==> src/rtl/hmmm_pkg.sv <==
// Shared definitions for the HMMM core and its memory-side responder:
// datapath widths and the responder's load/clear/run state encoding.
package hmmm_pkg;

   localparam int INSTR_W = 10;
   localparam int DATA_W  = 4;
   localparam int ADDR_W  = 8;

   typedef enum logic [1:0] {
      S_LOAD  = 2'd0,
      S_CLEAR = 2'd1,
      S_RUN   = 2'd2
   } resp_state_t;

endpackage

==> src/rtl/mem_array.sv <==
// Generic storage array: one synchronous write port, one combinational read port.
module mem_array #(
   parameter int WIDTH = 4,
   parameter int DEPTH = 16,
   parameter int AW    = $clog2(DEPTH)
) (
   input  logic             clk,
   input  logic             we,
   input  logic [AW-1:0]    waddr,
   input  logic [WIDTH-1:0] wdata,
   input  logic [AW-1:0]    raddr,
   output logic [WIDTH-1:0] rdata
);

   logic [WIDTH-1:0] mem [DEPTH];

   // NOTE: storage has no reset; contents are only defined once written,
   // which lets this map onto RAM macros instead of a flop-per-bit array.
   always_ff @(posedge clk) begin
      if (we) mem[waddr] <= wdata;
   end

   assign rdata = mem[raddr];

endmodule

==> src/rtl/hmmm_mem_responder.sv <==
// Memory responder for the HMMM core: streams a program image into imem,
// zeroes dmem, then serves zero-latency fetches and loads/stores to the core.
module hmmm_mem_responder
   import hmmm_pkg::*;
#(
   parameter int IMEM_DEPTH = 256,
   parameter int DMEM_DEPTH = 16
) (
   input  logic               clk,
   input  logic               reset,
   input  logic [ADDR_W-1:0]  pc,
   output logic [INSTR_W-1:0] instruct,
   input  logic [ADDR_W-1:0]  adr,
   input  logic               memWrite,
   input  logic [DATA_W-1:0]  wdata,
   output logic [DATA_W-1:0]  ReadData,
   output logic               cpu_reset,
   input  logic               ld_valid,
   output logic               ld_ready,
   input  logic [INSTR_W-1:0] ld_data,
   input  logic               ld_last,
   input  logic               ld_start,
   output logic [ADDR_W:0]    loaded_words
);

   localparam int IAW = $clog2(IMEM_DEPTH);
   localparam int DAW = $clog2(DMEM_DEPTH);
   localparam logic [IAW-1:0]  IMEM_LAST = IAW'(IMEM_DEPTH - 1);
   localparam logic [DAW-1:0]  DMEM_LAST = DAW'(DMEM_DEPTH - 1);
   localparam logic [ADDR_W:0] IMEM_LIM  = (ADDR_W + 1)'(IMEM_DEPTH);
   localparam logic [ADDR_W:0] DMEM_LIM  = (ADDR_W + 1)'(DMEM_DEPTH);

   resp_state_t        state;
   logic [IAW-1:0]     cnt;
   logic [DAW-1:0]     clr_idx;

   logic               run;
   logic               pc_ok;
   logic               adr_ok;
   logic               imem_we;
   logic [INSTR_W-1:0] imem_rdata;
   logic               dmem_we;
   logic [DAW-1:0]     dmem_waddr;
   logic [DATA_W-1:0]  dmem_wdata;
   logic [DATA_W-1:0]  dmem_rdata;

   assign run       = (state == S_RUN);
   assign pc_ok     = ({1'b0, pc} < IMEM_LIM);
   assign adr_ok    = ({1'b0, adr} < DMEM_LIM);
   assign ld_ready  = (state == S_LOAD) & ~reset;
   assign cpu_reset = ~run | reset;
   assign imem_we   = ld_ready & ld_valid;

   assign instruct  = (run && pc_ok)  ? imem_rdata : '0;
   assign ReadData  = (run && adr_ok) ? dmem_rdata : '0;

   // dmem write port is shared between the clear sweep and core stores.
   always_comb begin
      // NOTE: every output gets a default before the case so no path
      // leaves a signal unassigned and infers a latch.
      dmem_we    = 1'b0;
      dmem_waddr = adr[DAW-1:0];
      dmem_wdata = wdata;
      case (state)
         S_CLEAR: begin
            dmem_we    = ~reset;
            dmem_waddr = clr_idx;
            dmem_wdata = '0;
         end
         S_RUN:   dmem_we = memWrite & adr_ok & ~reset;
         default: dmem_we = 1'b0;
      endcase
   end

   always_ff @(posedge clk) begin
      // NOTE: non-blocking assignments so every register samples the
      // pre-edge values, independent of statement order.
      if (reset) begin
         state        <= S_LOAD;
         cnt          <= '0;
         clr_idx      <= '0;
         loaded_words <= '0;
      end else begin
         case (state)
            S_LOAD: begin
               if (ld_valid) begin
                  cnt          <= cnt + 1'b1;
                  loaded_words <= (ADDR_W + 1)'(cnt) + 1'b1;
                  if (ld_last || cnt == IMEM_LAST) begin
                     state   <= S_CLEAR;
                     clr_idx <= '0;
                  end
               end
            end
            S_CLEAR: begin
               clr_idx <= clr_idx + 1'b1;
               if (clr_idx == DMEM_LAST) state <= S_RUN;
            end
            S_RUN: begin
               if (ld_start) begin
                  state <= S_LOAD;
                  cnt   <= '0;
               end
            end
            default: state <= S_LOAD;
         endcase
      end
   end

   mem_array #(.WIDTH(INSTR_W), .DEPTH(IMEM_DEPTH)) u_imem (
      .clk   (clk),
      .we    (imem_we),
      .waddr (cnt),
      .wdata (ld_data),
      .raddr (pc[IAW-1:0]),
      .rdata (imem_rdata)
   );

   mem_array #(.WIDTH(DATA_W), .DEPTH(DMEM_DEPTH)) u_dmem (
      .clk   (clk),
      .we    (dmem_we),
      .waddr (dmem_waddr),
      .wdata (dmem_wdata),
      .raddr (adr[DAW-1:0]),
      .rdata (dmem_rdata)
   );

endmodule

==> config.mk <==
export PLATFORM = sky130hd
export DESIGN_NAME = hmmm_mem_responder
export DESIGN_NICKNAME = d
export VERILOG_FILES = /design/src/rtl/hmmm_pkg.sv /design/src/rtl/mem_array.sv /design/src/rtl/hmmm_mem_responder.sv
export SDC_FILE = /design/constraint.sdc
export NUM_CORES = 2
export LEC_CHECK = 0
export CORE_UTILIZATION = 30
export DETAILED_ROUTE_END_ITERATION = 10
export HOLD_SLACK_MARGIN = 0.03
export SYNTH_ARGS = -nofsm -noshare
export SYNTH_HDL_FRONTEND = slang
export SYNTH_SLANG_ARGS = --single-unit
==> constraint.sdc <==
create_clock -name clk -period 8.2 [get_ports clk]
set_input_delay 1.23 -clock clk [delete_from_list [all_inputs] [get_ports clk]]
set_output_delay 1.23 -clock clk [all_outputs]
set_load 0.005 [all_outputs]
* After elaboration in Yosys (flattened, before gate mapping)
Memories as Yosys holds them, arrays and structs flattened.
Cells that the tools add are included.
** Storage, ports and cells
- Memories kept :: 2
- Output and inout port bits :: 25
- Word-level logic and storage cells :: 54
- Bits of input ports :: 36
- Bits in writable memories :: 2624
- Flip-flop bits (word level) :: 23
** Cells by class
- Bitwise logic cells :: 7
- Muxes and demuxes :: 20
- Order comparisons :: 1
- Equality and inequality tests :: 8
- $add $sub $neg :: 3
- Reductions and logical operators :: 9
** Memories
- u_imem.mem :: words 256, width 10, rd ports 1, clocked after memory_dff 0, write ports 1, line mem_array.sv:15 : logic [WIDTH-1:0] mem [DEPTH];
- u_dmem.mem :: words 16, width 4, rd ports 1, clocked after memory_dff 0, write ports 1, line mem_array.sv:15
** Operator list (count)
- $mux W4 :: 5
- $mux W8 :: 2
- $pmux W8 S2 :: 1
- $mux W10 :: 1
- $add A8 B1 Y9 const B :: 1
- $add A8 B1 Y8 const B :: 1
- $eq A8 B8 Y1 const B :: 1
- $lt A8 B5 Y1 const B :: 1
- $mux W2 :: 4
- $pmux W4 S2 :: 1
- $ne A2 B2 Y1 const B :: 3
- $pmux W2 S3 :: 1
- $reduce_and A3 Y1 :: 2
- $add A4 B1 Y4 const B :: 1
- $and A1 B1 Y1 :: 4
- $eq A4 B4 Y1 const B :: 1
- $mux W1 :: 4
- $reduce_and A4 Y1 :: 1
- $reduce_bool A2 Y1 :: 2
- $eq A2 B1 Y1 const B :: 1
- $eq A2 B2 Y1 const B :: 1
- $logic_not A2 Y1 :: 1
- $ne A2 B1 Y1 const B :: 1
- $not A1 Y1 :: 2
- 5 further kinds :: 5

* Depth between registers and ports, before layout
- Word-level depth :: 6
- Gate-level depth with buffers :: 13
- Depth with buffers taken out :: 8

* Modules after synthesis
Synthesis repeated with hierarchy kept, for this count alone.
** Unflattened totals
- Cell total of the unflattened synthesis :: 4934
- Area, all modules :: 103113.9 um^2
** Modules (own cells, without submodules)
- mem_array at u_imem :: instances 1, cells each 4632, area each 99053.8 um^2, sequential area each 76873.7 um^2
- mem_array at u_dmem :: instances 1, cells each 126, area each 2586.2 um^2, sequential area each 1921.8 um^2
- hmmm_mem_responder :: instances 1, cells each 176, area each 1473.9 um^2, sequential area each 460.4 um^2

* Worst setup path after synthesis
Ideal clock, no wire load.
- Kind :: input -> output
- From :: input pc[0]
- To :: output instruct[8]
- Slack :: 3.838 ns
- Buffers on the path :: 4
- Arrival :: 3.132 ns
- Cell stages on the path :: 10
- Data required time :: 6.970 ns
- Cells stage by stage :: buf_6 > buf_12 > buf_6 > buf_2 > mux4_2 > a22o_1 > a221oi_1 > nand4_1 > nand4_1 > o22ai_1
** On the way
- Cells in the longest elaborated chain, start to end :: 2
** RTL lines
- start, declared :: line hmmm_mem_responder.sv:11 : input logic [ADDR_W-1:0] pc,
- $mem_v2 Z256 W10
- $mux W10 :: line hmmm_mem_responder.sv:54 : assign instruct = (run && pc_ok) ? imem_rdata : '0;
- end, declared :: line hmmm_mem_responder.sv:12 : output logic [INSTR_W-1:0] instruct,
Every way passes these cells.

* Worst setup path after layout
- From :: input pc[0]
- To :: output instruct[2]
Same word-level chain as after synthesis.

==> impl_results.html <==
<table>
<tr><th>Metric</th><th>Value</th></tr>
<tr><th colspan="2">Global routing</th></tr>
<tr><td>Vias in the first global route</td><td>52300</td></tr>
<tr><td>Overflow left after global routing</td><td>0</td></tr>
<tr><td>Number of antenna violations at the first check in global routing</td><td>15</td></tr>
<tr><td>Pin count of the biggest net entering global routing</td><td>around 180</td></tr>
<tr><td>First-pass GRT wire length</td><td>between 300000 and 400000 µm</td></tr>
<tr><td>GR Util All Layers</td><td>15.9%</td></tr>
<tr><th colspan="2">Clock tree</th></tr>
<tr><td>Clock tree buffer depth</td><td>4</td></tr>
<tr><td>Setup repair bufs after CTS</td><td>0</td></tr>
<tr><td>TritonCTS clock tree</td><td>built</td></tr>
<tr><td>CTS H-Tree Depth</td><td>5</td></tr>
<tr><td>Clock-pin transition on the worst setup and hold timing paths</td><td>roughly 60 ps</td></tr>
<tr><td>Clock Sinks</td><td>2647</td></tr>
<tr><td>Number of buffers inserted by hold repair at cts</td><td>0</td></tr>
<tr><td>Cell chosen for the clock root</td><td>sky130_fd_sc_hd__clkbuf_16</td></tr>
<tr><td># resized after CTS</td><td>0</td></tr>
<tr><td>Skew-Pair Late Insertion Delay</td><td>930 ps</td></tr>
<tr><td>Clock buffer count from CTS</td><td>between 200 and 300</td></tr>
<tr><th colspan="2">Detailed routing</th></tr>
<tr><td>Post-detailed-route count of antenna-violating nets</td><td>0</td></tr>
<tr><td>Final WL</td><td>~280000 µm</td></tr>
<tr><td>Vias</td><td>around 53000</td></tr>
<tr><td>Iteration count of the initial detailed-routing pass</td><td>6</td></tr>
<tr><td>Routed length per placed instance</td><td>28.3 µm</td></tr>
<tr><td>First-iteration detailed-routing DRC count</td><td>6760</td></tr>
<tr><td>DRC Markers</td><td>0</td></tr>
<tr><td>Detail-routed via count per cell</td><td>around 5.3</td></tr>
<tr><th colspan="2">Die</th></tr>
<tr><td>Area of the die</td><td>0.348 mm²</td></tr>
<tr><td>Core area</td><td>0.343 mm²</td></tr>
<tr><td>Starting density of the core</td><td>slightly above 30%</td></tr>
<tr><td>Cell row count</td><td>roughly 220</td></tr>
<tr><td>Die width</td><td>590 µm</td></tr>
<tr><td>Die height</td><td>roughly 600 µm</td></tr>
<tr><td>Num ports</td><td>61</td></tr>
<tr><th colspan="2">Timing</th></tr>
<tr><td>Maximum clock rate</td><td>between 100 and 150 MHz</td></tr>
<tr><td>Worst hold slack</td><td>518 ps</td></tr>
<tr><td>Post-route clock skew</td><td>41.9 ps</td></tr>
<tr><td>Final hold violations</td><td>0</td></tr>
<tr><td>Final setup fails</td><td>0</td></tr>
<tr><td>Tightest slew margin relative to the limit</td><td>under 10%</td></tr>
<tr><td>Max-slew violation count</td><td>0</td></tr>
<tr><td>Sum of negative setup slack</td><td>0 ps</td></tr>
<tr><td>Final worst path period need</td><td>between 7000 and 8000 ps</td></tr>
<tr><td>Final cycle utilization of the critical path</td><td>a little under nine tenths</td></tr>
<tr><td>Unrepaired setup endpoints after global routing</td><td>false</td></tr>
<tr><td>Tightest Pin Transition</td><td>1430 ps</td></tr>
<tr><th colspan="2">Setup path</th></tr>
<tr><td>Startpoint kind of the worst setup timing path</td><td>primary input</td></tr>
<tr><td>Max FO, Critical Path</td><td>64</td></tr>
<tr><td>Arrival time at the worst endpoint</td><td>about 5900 ps</td></tr>
<tr><td>Cell type with the highest occurrence count on the critical path</td><td>sky130_fd_sc_hd__buf_12</td></tr>
<tr><td>Worst endpoint required time</td><td>between 6000 and 7000 ps</td></tr>
<tr><td>Critical path type</td><td>primary input to primary output</td></tr>
<tr><td>CP Capture Type</td><td>primary output</td></tr>
<tr><td>CP max stage delay</td><td>~670 ps</td></tr>
<tr><td>Critical Path, Cell by Cell</td><td>buf_8 &gt; buf_12 &gt; buf_12 &gt; mux4_2 &gt; nand2b_1 &gt; a21boi_0 &gt; a211oi_1 &gt; nand4_1 &gt; o21ai_1 &gt; clkdlybuf4s50_1</td></tr>
<tr><td>Cell with the largest stage delay on the worst path</td><td>sky130_fd_sc_hd__clkdlybuf4s50_1</td></tr>
<tr><th colspan="2">Place</th></tr>
<tr><td>Final weighted congestion in routability-driven placement</td><td>between 0.8 and 0.9</td></tr>
<tr><td>Count of buffers inserted at the top-level ports</td><td>60</td></tr>
<tr><td>HPWL Detailed</td><td>between 150000 and 200000 µm</td></tr>
<tr><th colspan="2">Power and ir drop</th></tr>
<tr><td>LEAKAGE</td><td>between 30 and 40 nW</td></tr>
<tr><td>Total internal power</td><td>around 23 mW</td></tr>
<tr><td>Clock share of power</td><td>between 40% and 50%</td></tr>
<tr><td>Power density normalized to cell area</td><td>approximately 240 mW/mm²</td></tr>
<tr><td>Register share of total power</td><td>51.7%</td></tr>
<tr><td>Worst ir drop on vdd</td><td>0.186 mV</td></tr>
<tr><td>Switching power share of the total</td><td>21.7%</td></tr>
<tr><td>Sw power</td><td>around 6.3 mW</td></tr>
<tr><td>Combinational power share</td><td>under 10%</td></tr>
<tr><th colspan="2">Synthesis</th></tr>
<tr><td>Leading cell type by number of instances after synthesis</td><td>sky130_fd_sc_hd__edfxtp_1</td></tr>
<tr><td>Instance count of the mapped netlist</td><td>around 5100</td></tr>
<tr><td>Ranking of synthesized cells by area</td><td>sky130_fd_sc_hd__edfxtp_1 76%, sky130_fd_sc_hd__mux4_2 11%, sky130_fd_sc_hd__mux2i_1 2.7%</td></tr>
<tr><td>Top-area cell type share of the netlist area</td><td>between 70% and 80%</td></tr>
<tr><td>Cell type with the largest total area after synthesis</td><td>sky130_fd_sc_hd__edfxtp_1</td></tr>
<tr><td>Leading post-synthesis cells by instance count</td><td>2624 x sky130_fd_sc_hd__edfxtp_1, 485 x sky130_fd_sc_hd__mux4_2, 370 x sky130_fd_sc_hd__nor2_1</td></tr>
<tr><td>Warning count from the yosys run</td><td>0</td></tr>
<tr><td>Average cell area after synthesis</td><td>approximately 20 µm²</td></tr>
<tr><td>Total of flip-flops plus latches after synthesis</td><td>about 2600</td></tr>
<tr><td>Fraction of the yosys area taken by sequential cells</td><td>approximately 76%</td></tr>
<tr><td>Primary flip-flop cell chosen by synthesis mapping</td><td>sky130_fd_sc_hd__edfxtp_1</td></tr>
<tr><td>Number of synthesized flops with an enable pin</td><td>roughly 2600</td></tr>
<tr><td>Cell variety after synth</td><td>71</td></tr>
<tr><td>Share of synthesized flip-flops with an asynchronous set or reset</td><td>0%</td></tr>
<tr><td>Number of nets in the synthesized netlist</td><td>5109</td></tr>
<tr><td>Synthesized cell area</td><td>~0.10 mm²</td></tr>
<tr><th colspan="2">Finish</th></tr>
<tr><td>Syn-to-layout area delta</td><td>14.0%</td></tr>
<tr><td>Final net count</td><td>approximately 5300</td></tr>
<tr><td>Layout cells sized above 1</td><td>20.4%</td></tr>
<tr><th colspan="2">Status</th></tr>
<tr><td>Status</td><td>completed</td></tr>
<tr><th colspan="2">Worst hold path</th></tr>
<tr><td>Type of the most critical hold path</td><td>register to register</td></tr>
<tr><th colspan="2">Job</th></tr>
<tr><td>Number of max-cap violations</td><td>0</td></tr>
</table>
## state kept, by name (all words and copies together), names as in the netlist
signal,count
state,2
loaded_words,9
u_imem.mem,2560
clr_idx,4
cnt,8
u_dmem.mem,64
## per-stage QoR
step	setup slack (ps)	cell area, µm²	utilization [%]	total power, mW	instances
detailed placement	709	109000	31.9	16.9	9511
floorplan	3840	104000	-	16.1	5063
global route	1040	118000	34.4	29.6	10000
CTS	715	118000	34.4	29.0	10000
finish	1120	118000	34.4	28.9	10000
global placement	793	109000	31.9	16.8	9511
## placed cells by master (no fill, tap or decap), types with 10 or more instances in the layout
cell type and count:
sky130_fd_sc_hd__nand3_1 54, sky130_fd_sc_hd__buf_12 23, sky130_fd_sc_hd__a22oi_1 91, sky130_fd_sc_hd__mux2i_1 278, sky130_fd_sc_hd__clkinv_1 50, sky130_fd_sc_hd__a211oi_1 33, sky130_fd_sc_hd__nor3_1 26, sky130_fd_sc_hd__nor3b_1 13
sky130_fd_sc_hd__o31ai_1 12, sky130_fd_sc_hd__mux4_2 485, sky130_fd_sc_hd__nand4_1 21, sky130_fd_sc_hd__bufinv_16 20, sky130_fd_sc_hd__a221oi_1 43, sky130_fd_sc_hd__inv_1 10, sky130_fd_sc_hd__a31oi_1 17, sky130_fd_sc_hd__edfxtp_1 2624
sky130_fd_sc_hd__and3_1 14, sky130_fd_sc_hd__mux2_2 71, sky130_fd_sc_hd__a21oi_1 54, sky130_fd_sc_hd__dfxtp_1 23, sky130_fd_sc_hd__o211ai_1 16, sky130_fd_sc_hd__a2111oi_0 15, sky130_fd_sc_hd__ha_1 10, sky130_fd_sc_hd__o22ai_1 60
sky130_fd_sc_hd__mux4_1 30, sky130_fd_sc_hd__nor2b_1 19, sky130_fd_sc_hd__clkinv_2 50, sky130_fd_sc_hd__clkdlybuf4s50_1 43, sky130_fd_sc_hd__nand2_1 108, sky130_fd_sc_hd__and2_1 17, sky130_fd_sc_hd__nor2_1 369, sky130_fd_sc_hd__o221ai_1 83
sky130_fd_sc_hd__clkbuf_1 61, sky130_fd_sc_hd__nand2b_1 13, sky130_fd_sc_hd__clkbuf_16 295, sky130_fd_sc_hd__o21ai_0 52, sky130_fd_sc_hd__buf_4 110
## worst max-delay path, delay by kind of cell
family | cells | cell delay (ps)
AND/OR/NAND/NOR | 2 | 670
multiplexers | 1 | 280
buffers and inverters | 4 | 1980
AO/OA/AOI/OAI | 3 | 1390
## power groups by stage
| stage | clock (mW) | sequential (mW) | combinational [mW] |
|---|---|---|---|
| after floorplan | 0 | 15.2 | 0.846 |
| after global placement | 0 | 15.2 | 1.58 |
| after detailed placement | 0 | 15.2 | 1.61 |
| after CTS | 12.5 | 15.0 | 1.62 |
| after global routing | 12.9 | 15.0 | 1.69 |
| final | 12.3 | 15.0 | 1.61 |
## routing by layer
layer,up-vias,GRT usage [%],share of wire (%)
met3,499,3.02,8.5
met2,2571,25.5,47
met1,28300,21.9,41
li1,21500,-,-
met5,-,0,0.024
met4,6,5.11,3.3
## path summary, 6_finish.rpt
path	endpoint	from	depth (start not counted)	slack (ps)
hold / removal	loaded_words[1]	loaded_words[1]	2	520
hold reg to reg	loaded_words[1]	loaded_words[1]	2	520
setup reg to reg	u_imem.mem[103][3]	state[0]	6	3960
setup / recovery	instruct[2]	pc[0]	10	1120
## cell families (layout without fill, tap and decap cells)
| logic type | count (synthesis) | count (layout) | share of synthesized area, % |
|---|---|---|---|
| compound gates | 515 | 515 | 3.60 |
| xor+xnor | 6 | 6 | 0.0507 |
| fa+ha+maj | 10 | 10 | 0.121 |
| buf+inv | 313 | 693 | 1.92 |
| flops | 2647 | 2647 | 76.5 |
| mux | 864 | 864 | 14.8 |
| other cells | 0 | 7 | 0 |
| simple gates | 708 | 708 | 3.08 |
## area by class of cell
cell class / instances / area [µm²]
inverter: 12 / 50.0
tap: 4557 / 5700
sequential: 2647 / 79300
clock buffer: 356 / 7610
timing repair buffer: 192 / 1920
fill: 32000 / 225000
multi-input combinational: 2103 / 22500
clock inverter: 133 / 1160
antenna: 7 / 17.5
(Power assumes the default switching activity.)
